`src/rtl/ib_bit_reader_if.sv`:
```
// ib_bit_reader_if
//   Bus bundle between the input-buffer bit reader, the eight input-buffer
//   RAM banks and the PE-array consumer.
//   Signals:
//     start          one-cycle pulse that begins a read pass
//     DOUT_0..7      RAM bank read data (WORD_W each)
//     ADDR, ENA, WEA RAM address, enable, write enable (WEA is always 0)
//     Bout_0..7      one serial bit per lane
//     bout_valid     Bout_* valid this cycle
//     bout_ready     consumer accepts the beat when valid & ready
//     busy, done     pass in progress / sticky pass-complete flag
//   Modports: master = the reader, slave = RAMs plus consumer side.
`timescale 1ns/1ps
interface ib_bit_reader_if #(
  parameter int ADDR_W = 5,
  parameter int WORD_W = 32
);
  logic              start;
  logic [WORD_W-1:0] DOUT_0, DOUT_1, DOUT_2, DOUT_3;
  logic [WORD_W-1:0] DOUT_4, DOUT_5, DOUT_6, DOUT_7;
  logic [ADDR_W-1:0] ADDR;
  logic              ENA;
  logic              WEA;
  logic              Bout_0, Bout_1, Bout_2, Bout_3;
  logic              Bout_4, Bout_5, Bout_6, Bout_7;
  logic              bout_valid;
  logic              bout_ready;
  logic              busy;
  logic              done;

  modport master (
    input  start, DOUT_0, DOUT_1, DOUT_2, DOUT_3, DOUT_4, DOUT_5, DOUT_6, DOUT_7,
    input  bout_ready,
    output ADDR, ENA, WEA,
    output Bout_0, Bout_1, Bout_2, Bout_3, Bout_4, Bout_5, Bout_6, Bout_7,
    output bout_valid, busy, done
  );

  modport slave (
    output start, DOUT_0, DOUT_1, DOUT_2, DOUT_3, DOUT_4, DOUT_5, DOUT_6, DOUT_7,
    output bout_ready,
    input  ADDR, ENA, WEA,
    input  Bout_0, Bout_1, Bout_2, Bout_3, Bout_4, Bout_5, Bout_6, Bout_7,
    input  bout_valid, busy, done
  );
endinterface

```
`src/rtl/ib_bit_reader.sv`:
```
// ib_bit_reader
//   Reads words 0..NUM_WORDS-1 from the eight input-buffer RAM banks and
//   serialises them as one bit per lane per beat on eight lanes, with
//   valid/ready flow control toward the PE array. A per-lane shift buffer
//   plus a one-word prefetch register keep the stream gapless while the
//   consumer is always ready. At most one RAM read is in flight.
//   Ports:
//     clk  rising-edge clock
//     rst  synchronous active-high reset (aborts a pass, clears all state)
//     bus  ib_bit_reader_if.master (start, RAM port, serial lanes, status)
//   Option macro IB_RD_LSB_FIRST_EN: when defined, bit 0 of every word is
//   emitted first; otherwise MSB first, matching the packer's shift-in order.
`timescale 1ns/1ps
module ib_bit_reader #(
  parameter int NUM_WORDS = 29,
  parameter int ADDR_W    = 5,
  parameter int WORD_W    = 32,
  parameter int RD_LAT    = 1
) (
  input  logic             clk,
  input  logic             rst,
  ib_bit_reader_if.master  bus
);

  localparam int CNT_W = ADDR_W + 1;
  localparam int BIT_W = $clog2(WORD_W);
  localparam logic [CNT_W-1:0] N_WORDS   = CNT_W'(NUM_WORDS);
  localparam logic [CNT_W-1:0] LAST_WORD = CNT_W'(NUM_WORDS - 1);
  localparam logic [BIT_W-1:0] LAST_BIT  = BIT_W'(WORD_W - 1);

  typedef enum logic [1:0] {S_IDLE, S_RUN, S_DONE} state_t;

  state_t            state, state_nx;
  logic              issue;
  logic              ena_p0;
  logic [ADDR_W-1:0] addr_p0;
  logic [CNT_W-1:0]  issue_addr;
  logic [RD_LAT-1:0] rd_vld_p1;
  logic [WORD_W-1:0] dout [8];
  logic [WORD_W-1:0] sh   [8];
  logic [WORD_W-1:0] pf   [8];
  logic              sh_full, pf_full;
  logic [BIT_W-1:0]  bit_cnt;
  logic [CNT_W-1:0]  word_cnt;
  logic              start_go, accept, word_end, last_beat;
  logic              pending, capture, cap_to_sh, cap_to_pf;

  function automatic logic [WORD_W-1:0] shift_word(input logic [WORD_W-1:0] w);
`ifdef IB_RD_LSB_FIRST_EN
    return w >> 1;
`else
    return w << 1;
`endif
  endfunction

  function automatic logic head_bit(input logic [WORD_W-1:0] w);
`ifdef IB_RD_LSB_FIRST_EN
    return w[0];
`else
    return w[WORD_W-1];
`endif
  endfunction

  assign dout[0] = bus.DOUT_0;
  assign dout[1] = bus.DOUT_1;
  assign dout[2] = bus.DOUT_2;
  assign dout[3] = bus.DOUT_3;
  assign dout[4] = bus.DOUT_4;
  assign dout[5] = bus.DOUT_5;
  assign dout[6] = bus.DOUT_6;
  assign dout[7] = bus.DOUT_7;

  assign start_go  = (state != S_RUN) && bus.start;
  assign accept    = sh_full && bus.bout_ready;
  assign word_end  = accept && (bit_cnt == LAST_BIT);
  assign last_beat = word_end && (word_cnt == LAST_WORD);
  // A read counts as pending from its ENA cycle through its capture cycle.
  assign pending   = ena_p0 || (|rd_vld_p1);
  assign capture   = rd_vld_p1[RD_LAT-1];
  // Captured word goes straight to the shift buffer when it is (or is about
  // to become) empty with nothing waiting in prefetch.
  assign cap_to_sh = capture && (!sh_full || (word_end && !pf_full));
  assign cap_to_pf = capture && !cap_to_sh;

  always_ff @(posedge clk) begin
    if (rst) state <= S_IDLE;
    else     state <= state_nx;
  end

  always_comb begin
    state_nx = state;
    issue    = 1'b0;
    case (state)
      S_IDLE, S_DONE: begin
        if (bus.start) begin
          state_nx = S_RUN;
          issue    = 1'b1;
        end
      end
      S_RUN: begin
        issue = (issue_addr < N_WORDS) && !pf_full && !pending;
        if (last_beat) state_nx = S_DONE;
      end
      default: state_nx = S_IDLE;
    endcase
  end

  always_ff @(posedge clk) begin
    if (rst) begin
      ena_p0     <= 1'b0;
      addr_p0    <= '0;
      issue_addr <= '0;
      rd_vld_p1  <= '0;
      sh_full    <= 1'b0;
      pf_full    <= 1'b0;
      bit_cnt    <= '0;
      word_cnt   <= '0;
      for (int k = 0; k < 8; k++) begin
        sh[k] <= '0;
        pf[k] <= '0;
      end
    end else begin
      // Issue stage: registered ENA/ADDR toward the RAM banks
      ena_p0    <= issue;
      rd_vld_p1 <= (rd_vld_p1 << 1) | RD_LAT'(ena_p0);
      if (issue) begin
        if (start_go) begin
          addr_p0    <= '0;
          issue_addr <= CNT_W'(1);
        end else begin
          addr_p0    <= issue_addr[ADDR_W-1:0];
          issue_addr <= issue_addr + CNT_W'(1);
        end
      end
      if (start_go) begin
        bit_cnt  <= '0;
        word_cnt <= '0;
      end

      // Serialise stage: shift buffer, prefetch and beat counters
      if (accept) begin
        for (int k = 0; k < 8; k++) sh[k] <= shift_word(sh[k]);
        bit_cnt <= word_end ? '0 : bit_cnt + BIT_W'(1);
      end
      if (word_end) begin
        word_cnt <= word_cnt + CNT_W'(1);
        if (pf_full) begin
          sh      <= pf;
          pf_full <= 1'b0;
        end else begin
          sh_full <= 1'b0;
        end
      end
      if (cap_to_sh) begin
        sh      <= dout;
        sh_full <= 1'b1;
      end
      if (cap_to_pf) begin
        pf      <= dout;
        pf_full <= 1'b1;
      end
      if (last_beat) sh_full <= 1'b0;
    end
  end

  assign bus.ADDR       = addr_p0;
  assign bus.ENA        = ena_p0;
  assign bus.WEA        = 1'b0;
  assign bus.bout_valid = sh_full;
  assign bus.busy       = (state == S_RUN);
  assign bus.done       = (state == S_DONE);
  assign bus.Bout_0     = head_bit(sh[0]);
  assign bus.Bout_1     = head_bit(sh[1]);
  assign bus.Bout_2     = head_bit(sh[2]);
  assign bus.Bout_3     = head_bit(sh[3]);
  assign bus.Bout_4     = head_bit(sh[4]);
  assign bus.Bout_5     = head_bit(sh[5]);
  assign bus.Bout_6     = head_bit(sh[6]);
  assign bus.Bout_7     = head_bit(sh[7]);

endmodule

```
`src/flat_wrapper.sv`:
```
// flat-port wrapper written by rule: the top's interface ports become plain ports
module ib_bit_reader_flat 
#(
  parameter int NUM_WORDS = 29,
  parameter int ADDR_W    = 5,
  parameter int WORD_W    = 32,
  parameter int RD_LAT    = 1
)
  (clk, rst, bus_start, bus_DOUT_0, bus_DOUT_1, bus_DOUT_2, bus_DOUT_3, bus_DOUT_4, bus_DOUT_5, bus_DOUT_6, bus_DOUT_7, bus_bout_ready, bus_ADDR, bus_ENA, bus_WEA, bus_Bout_0, bus_Bout_1, bus_Bout_2, bus_Bout_3, bus_Bout_4, bus_Bout_5, bus_Bout_6, bus_Bout_7, bus_bout_valid, bus_busy, bus_done);
  ib_bit_reader_if #(.ADDR_W(ADDR_W), .WORD_W(WORD_W)) bus_i ();
  input  logic clk;
  input  logic rst;
  input wire logic [$bits(bus_i.start)-1:0] bus_start;
  input wire logic [$bits(bus_i.DOUT_0)-1:0] bus_DOUT_0;
  input wire logic [$bits(bus_i.DOUT_1)-1:0] bus_DOUT_1;
  input wire logic [$bits(bus_i.DOUT_2)-1:0] bus_DOUT_2;
  input wire logic [$bits(bus_i.DOUT_3)-1:0] bus_DOUT_3;
  input wire logic [$bits(bus_i.DOUT_4)-1:0] bus_DOUT_4;
  input wire logic [$bits(bus_i.DOUT_5)-1:0] bus_DOUT_5;
  input wire logic [$bits(bus_i.DOUT_6)-1:0] bus_DOUT_6;
  input wire logic [$bits(bus_i.DOUT_7)-1:0] bus_DOUT_7;
  input wire logic [$bits(bus_i.bout_ready)-1:0] bus_bout_ready;
  output wire logic [$bits(bus_i.ADDR)-1:0] bus_ADDR;
  output wire logic [$bits(bus_i.ENA)-1:0] bus_ENA;
  output wire logic [$bits(bus_i.WEA)-1:0] bus_WEA;
  output wire logic [$bits(bus_i.Bout_0)-1:0] bus_Bout_0;
  output wire logic [$bits(bus_i.Bout_1)-1:0] bus_Bout_1;
  output wire logic [$bits(bus_i.Bout_2)-1:0] bus_Bout_2;
  output wire logic [$bits(bus_i.Bout_3)-1:0] bus_Bout_3;
  output wire logic [$bits(bus_i.Bout_4)-1:0] bus_Bout_4;
  output wire logic [$bits(bus_i.Bout_5)-1:0] bus_Bout_5;
  output wire logic [$bits(bus_i.Bout_6)-1:0] bus_Bout_6;
  output wire logic [$bits(bus_i.Bout_7)-1:0] bus_Bout_7;
  output wire logic [$bits(bus_i.bout_valid)-1:0] bus_bout_valid;
  output wire logic [$bits(bus_i.busy)-1:0] bus_busy;
  output wire logic [$bits(bus_i.done)-1:0] bus_done;
  assign bus_i.start = bus_start;
  assign bus_i.DOUT_0 = bus_DOUT_0;
  assign bus_i.DOUT_1 = bus_DOUT_1;
  assign bus_i.DOUT_2 = bus_DOUT_2;
  assign bus_i.DOUT_3 = bus_DOUT_3;
  assign bus_i.DOUT_4 = bus_DOUT_4;
  assign bus_i.DOUT_5 = bus_DOUT_5;
  assign bus_i.DOUT_6 = bus_DOUT_6;
  assign bus_i.DOUT_7 = bus_DOUT_7;
  assign bus_i.bout_ready = bus_bout_ready;
  assign bus_ADDR = bus_i.ADDR;
  assign bus_ENA = bus_i.ENA;
  assign bus_WEA = bus_i.WEA;
  assign bus_Bout_0 = bus_i.Bout_0;
  assign bus_Bout_1 = bus_i.Bout_1;
  assign bus_Bout_2 = bus_i.Bout_2;
  assign bus_Bout_3 = bus_i.Bout_3;
  assign bus_Bout_4 = bus_i.Bout_4;
  assign bus_Bout_5 = bus_i.Bout_5;
  assign bus_Bout_6 = bus_i.Bout_6;
  assign bus_Bout_7 = bus_i.Bout_7;
  assign bus_bout_valid = bus_i.bout_valid;
  assign bus_busy = bus_i.busy;
  assign bus_done = bus_i.done;
  ib_bit_reader #(.NUM_WORDS(NUM_WORDS), .ADDR_W(ADDR_W), .WORD_W(WORD_W), .RD_LAT(RD_LAT)) u_core (.clk(clk), .rst(rst), .bus(bus_i));
endmodule
```
`config.mk`:
```
export PLATFORM = sky130hd
export DESIGN_NAME = ib_bit_reader_flat
export DESIGN_NICKNAME = d
export VERILOG_FILES = /design/src/rtl/ib_bit_reader_if.sv /design/src/rtl/ib_bit_reader.sv /design/src/flat_wrapper.sv
export SDC_FILE = /design/constraint.sdc
export NUM_CORES = 1
export LEC_CHECK = 0
export BUFFER_PORTS_ARGS = -buffer_cell sky130_fd_sc_hd__clkbuf_2
export CORE_MARGIN = 2
export CORE_UTILIZATION = 50
export DETAILED_ROUTE_END_ITERATION = 8
export PLACE_DENSITY = 0.81
export SYNTH_ARGS = -nofsm -noshare
export SYNTH_HDL_FRONTEND = slang
export SYNTH_SLANG_ARGS = --single-unit
```
`constraint.sdc`:
```
create_clock -name clk -period 2.92 [get_ports clk]
set_input_delay 0.438 -clock clk [delete_from_list [all_inputs] [get_ports clk]]
set_output_delay 0.438 -clock clk [all_outputs]
set_load 0.01 [all_outputs]
```
### Yosys cells after proc, flatten, opt, wreduce, memory -nomap -nowiden

Cells that the tools add are included.
W data, S select, Z words.

| word-level totals | value |
|---|---|
| register bits after elaboration | 540 |
| input port bits | 260 |

| cells by class | value |
|---|---|
| $add $sub $neg | 3 |
| $lt $le $gt $ge | 1 |
| equality and inequality tests | 8 |
| reductions and logical operators | 24 |
| mux-type cells | 21 |

Operators with widths:

| cell | number |
|---|---|
| $mux W256 | 4 |
| $mux W5 | 4 |
| $mux W6 | 3 |
| $add A6 B1 Y6 const B | 2 |
| $logic_and A1 B1 Y1 | 9 |
| $reduce_bool A2 Y1 | 4 |
| $eq A6 B5 Y1 const B | 1 |
| $lt A6 B5 Y1 const B | 1 |
| $mux W1 | 6 |
| $add A5 B1 Y5 const B | 1 |
| $eq A5 B5 Y1 const B | 1 |
| $logic_not A1 Y1 | 4 |
| $mux W2 | 2 |
| $ne A2 B1 Y1 const B | 2 |
| $ne A2 B2 Y1 const B | 2 |
| $pmux W2 S2 | 1 |
| $reduce_and A2 Y1 | 2 |
| $reduce_or A2 Y1 | 2 |
| $eq A2 B1 Y1 const B | 1 |
| $eq A2 B2 Y1 const B | 1 |
| $logic_not A2 Y1 | 1 |
| $logic_or A1 B1 Y1 | 2 |
| $pmux W1 S2 | 1 |

### Logic depth before layout (Yosys ltp)

| logic depth | value |
|---|---|
| depth in word-level cells | 8 |
| gate-level depth with buffers | 11 |

### Least setup slack after synthesis

No wires, ideal clock.

| timing | value |
|---|---|
| path type | flip-flop to flip-flop |
| from | register u_core.bit_cnt[0] |
| to | register u_core.sh[161] (netlist name) |
| path buffers | 4 |
| arrival | 2.031 ns |
| library setup time | 0.117 ns |
| slack | 0.773 ns |
| required time | 2.803 ns |
| clock period less this slack | 2.147 ns |
| cell stages (with the launch flop) | 11 |
| cells stage by stage | dfxtp_1 > ha_1 > and3_1 > ha_1 > buf_2 > nand4_1 > buf_2 > buf_2 > clkbuf_1 > a31oi_1 > a22o_1 |

| between the ends | value |
|---|---|
| longest elaborated chain between the ends | 6 |
| elaborated cells between the ends (all ways) | 7 |
| those cells by class | eq/ne (1); mux (2); reduce/logical (4) |

Ends and longest elaborated chain:

| what | RTL line | RTL |
|---|---|---|
| start, declared | ib_bit_reader.sv:43 | `logic [BIT_W-1:0] bit_cnt;` |
| start signal, assigned | ib_bit_reader.sv:143 | `bit_cnt <= word_end ? '0 : bit_cnt + BIT_W'(1);` |
| $eq A5 B5 Y1 (*) | ib_bit_reader.sv:75 | `assign word_end = accept && (bit_cnt == LAST_BIT);` |
| $logic_and A1 B1 Y1 (*) | ib_bit_reader.sv:75 |  |
| $logic_and A1 B1 Y1 | ib_bit_reader.sv:82 | `assign cap_to_sh = capture && (!sh_full \|\| (word_end && !pf_full));` |
| $logic_or A1 B1 Y1 | ib_bit_reader.sv:82 |  |
| $logic_and A1 B1 Y1 | ib_bit_reader.sv:82 |  |
| $mux W256 (*) | ib_bit_reader.sv:154 | `if (cap_to_sh) begin` |
| end signal, assigned | ib_bit_reader.sv:148 | `sh <= pf;` |
| end signal, assigned | ib_bit_reader.sv:155 | `sh <= dout;` |
| end, declared | ib_bit_reader.sv:40 | `logic [WORD_W-1:0] sh [8];` |

Mark *: on every way between the ends. The rest lies on a longest branch, timed or not.
A chain may end at the register's enable or synchronous reset.

### Final worst setup path

| timing | value |
|---|---|
| from | register u_core.bit_cnt[0] |
| to | register u_core.pf[51] (netlist name) |

| between the ends | value |
|---|---|
| longest elaborated chain between the ends | 7 |

Ends and longest elaborated chain:

| what | RTL line | RTL |
|---|---|---|
| $eq A5 B5 Y1 | ib_bit_reader.sv:75 |  |
| $logic_and A1 B1 Y1 | ib_bit_reader.sv:75 |  |
| $logic_and A1 B1 Y1 | ib_bit_reader.sv:82 |  |
| $logic_or A1 B1 Y1 | ib_bit_reader.sv:82 |  |
| $logic_and A1 B1 Y1 | ib_bit_reader.sv:82 |  |
| $logic_not A1 Y1 | ib_bit_reader.sv:83 | `assign cap_to_pf = capture && !cap_to_sh;` |
| $logic_and A1 B1 Y1 | ib_bit_reader.sv:83 |  |
| end signal, assigned | ib_bit_reader.sv:159 | `pf <= dout;` |
| end, declared | ib_bit_reader.sv:41 | `logic [WORD_W-1:0] pf [8];` |

Every way passes these cells.

==> impl_metrics.tcl <==
set metrics [dict create \
    synth_cell_types 49 \
    htreeDepth 2 \
    place.gp.congestion 0.808 \
    dominantRegCellSynth "dfxtp_1" \
    drv_slew 0 \
    vdd_drop_max_v 0.000465 \
    row_count 78 \
    crit_fanout 43 \
    multiInputGateArea_sq_um 10600 \
    hold_ws_ps 60.3 \
    grt_antenna_before_repair 8 \
    cts_sinks 540 \
    p_leak_nw 10.3 \
    crit_chain "ha_1 -> and3_1 -> ha_1 -> and3b_1 -> nor3_4 -> buf_12 -> buf_4 -> nand2_1 -> a21oi_1" \
    syn_inst 2949 \
    worstHoldPathType "in2reg" \
    ios 278 \
    core_area_sq_um 45200 \
    cp_slowest_stage_delay_ps 350 \
    syn-num-nets 3215 \
    ys_ff_latch 540 \
    timing.final.crit_share_pct 86.3 \
    critPathLaunchType "flip-flop" \
    drt-total-wl_mm 60.6 \
    clk_pin_slew_ps 70 \
    cp.arrival_ps 3040 \
    crit_family "simple AND/OR/NAND/NOR gates" \
    place.port_buffers 276 \
    syn_avg_cell_area_sq_um 7.72 \
    area_growth_pct 14.8 \
    regArea_sq_um 10800 \
    end_kind "flip-flop" \
    timing.fmax_mhz 397 \
    rsz0062_at_grt "false" \
    maxCapViolations 0 \
    syn_area_sq_um 22800 \
    grt_pass1_wl_mm 98.4 \
    die-area_sq_um 47200 \
    vias 21200 \
    grt_util_all_layers_pct 25.0 \
    async_reset_ff_share_pct 0 \
    post_cts_buffers 0 \
    cts_hold_buf 0 \
    crit_path_frequent_cell "ha_1" \
    crit_slowest_cell "dfxtp_1" \
    viasPerCell 5.70 \
    antenna_left 0 \
    grt_pass1_vias 19900 \
    fin_ws_ps 401 \
    ys_seq_area_share_pct 47.5 \
    crit_buf_inv 2 \
    final_nets 3336 \
    first_pass_iters 5 \
    layout_common_cells "nand2_1 (1016), dfxtp_1 (540), clkbuf_2 (275)" \
    clockBufferDepth 3 \
    numCtsBuffers 54 \
    clock_latency_ps 600 \
    finalHoldViolCount 0 \
    period_needed_ps 2520 \
    cts_resized 0 \
    powerDensity_nw_per_um2 595 \
    mostFrequentLayoutCell "nand2_1" \
    start_util_pct 50.4 \
    drive_gt1_share_pct 13.5 \
    die_y_um 217 \
    clockRootBuffer "clkbuf_16" \
    yosys_warnings 0 \
    max-slew-margin-rel_pct 51.3 \
    wire_per_inst_um 16.3 \
    die_w_um 217 \
    drc 0 \
    fin_setup_tns_ps 0 \
    grt_overflow 0 \
    run_status "completed" \
    tightest_slew_ps 730 \
    setup_viol 0 \
    place_ws_ps 421 \
    grt_max_degree 108 \
    place_hpwl_mm 35.6 \
    crit_required_ps 3440 \
    detail_route.iter0.violations 2193 \
    skew_ps 13.5 \
    n_fill_cell 4011 \
    synth_edf_count 0 \
    critPathKind "reg2reg" \
    cts_tree "built" \
]
==> registers in the layout, indices dropped and copies added (netlist names), 2 cells and up <==
name               flops
u_core.bus.ADDR        5
u_core.word_cnt        6
u_core.bit_cnt         5
u_core.sh            248
u_core.issue_addr      6
u_core.state           2
u_core.pf            256
==> where the power goes <==
| group | internal, mW | switching (mW) |
|---|---|---|
| registers | 7.56 | 0.110 |
| logic | 0.438 | 0.631 |
| clock network | 3.84 | 2.95 |
| total | 11.8 | 3.69 |
==> area by class of cell <==
cell class / count / area share, %
diodes: 6 / 0.0575
clock buffers: 72 / 5.70
clock inverters: 23 / 0.838
inverters: 8 / 0.115
multi-input cells: 2142 / 40.7
flip-flops and latches: 540 / 41.4
well taps: 600 / 2.87
repair buffers: 324 / 8.29
==> synthesized netlist by cell type (all sizes together) (7+ instances only) <==
library cell,number,area share (%)
a21oi,268,5.9
a221oi,8,0.31
a22o,253,9.7
a31oi,250,6.9
and3,7,0.19
buf,151,4.0
clkbuf,108,1.8
dfxtp,540,47
inv,7,0.12
nand2,1017,17
nand4,8,0.22
nor2,269,4.5
nor3,14,0.33
==> routing by layer <==
| metal | routed length (um) | global-route usage, % |
|---|---|---|
| met4 | 1360 | 8.58 |
| met3 | 4360 | 4.70 |
| met2 | 27900 | 41.3 |
| met5 | 16 | 0 |
| met1 | 26900 | 32.8 |
==> path summary, 6_finish.rpt <==
path	startpoint	end	slack (ps)	depth (start not counted)
min	bus_DOUT_2[14]	u_core.pf[174]	60	3
min reg2reg	u_core.pf[54]	u_core.pf[54]	450	2
max	u_core.bit_cnt[0]	u_core.pf[51]	400	9
max reg2reg	u_core.bit_cnt[0]	u_core.pf[51]	400	9
==> kinds of logic (layout without fill, tap and decap cells) <==
kind of cell    after synthesis  count (layout)  synth area share [%]
buf+inv                     267             427                  5.91
fa+ha+maj                     6               6                 0.330
mux                           1               1                0.0440
simple gates               1339            1339                  22.7
other cells                   1               7                0.0165
flops                       540             540                  47.5
xor+xnor                      5               5                 0.192
compound gates              790             790                  23.3
==> through the flow <==
stage | instance area (sq um) | std cells | utilization [%] | power, mW
final | 26100 | 3715 | 57.8 | 15.5
after global placement | 24400 | 3614 | 54.0 | 8.88
after global routing | 26100 | 3714 | 57.8 | 16.1
after detailed placement | 24400 | 3614 | 54.0 | 8.89
after CTS | 26100 | 3709 | 57.8 | 15.7
after floorplan | 22800 | 2949 | - | 8.45
==> worst reg2reg max path, cell delays in order, from the launching register on <==
cell and delay [ps]:
dfxtp_1 350, ha_1 240, and3_1 190, ha_1 290, and3b_1 300, nor3_4 240, buf_12 300, buf_4 330
nand2_1 80, a21oi_1 140
(Power assumes the default switching activity.)
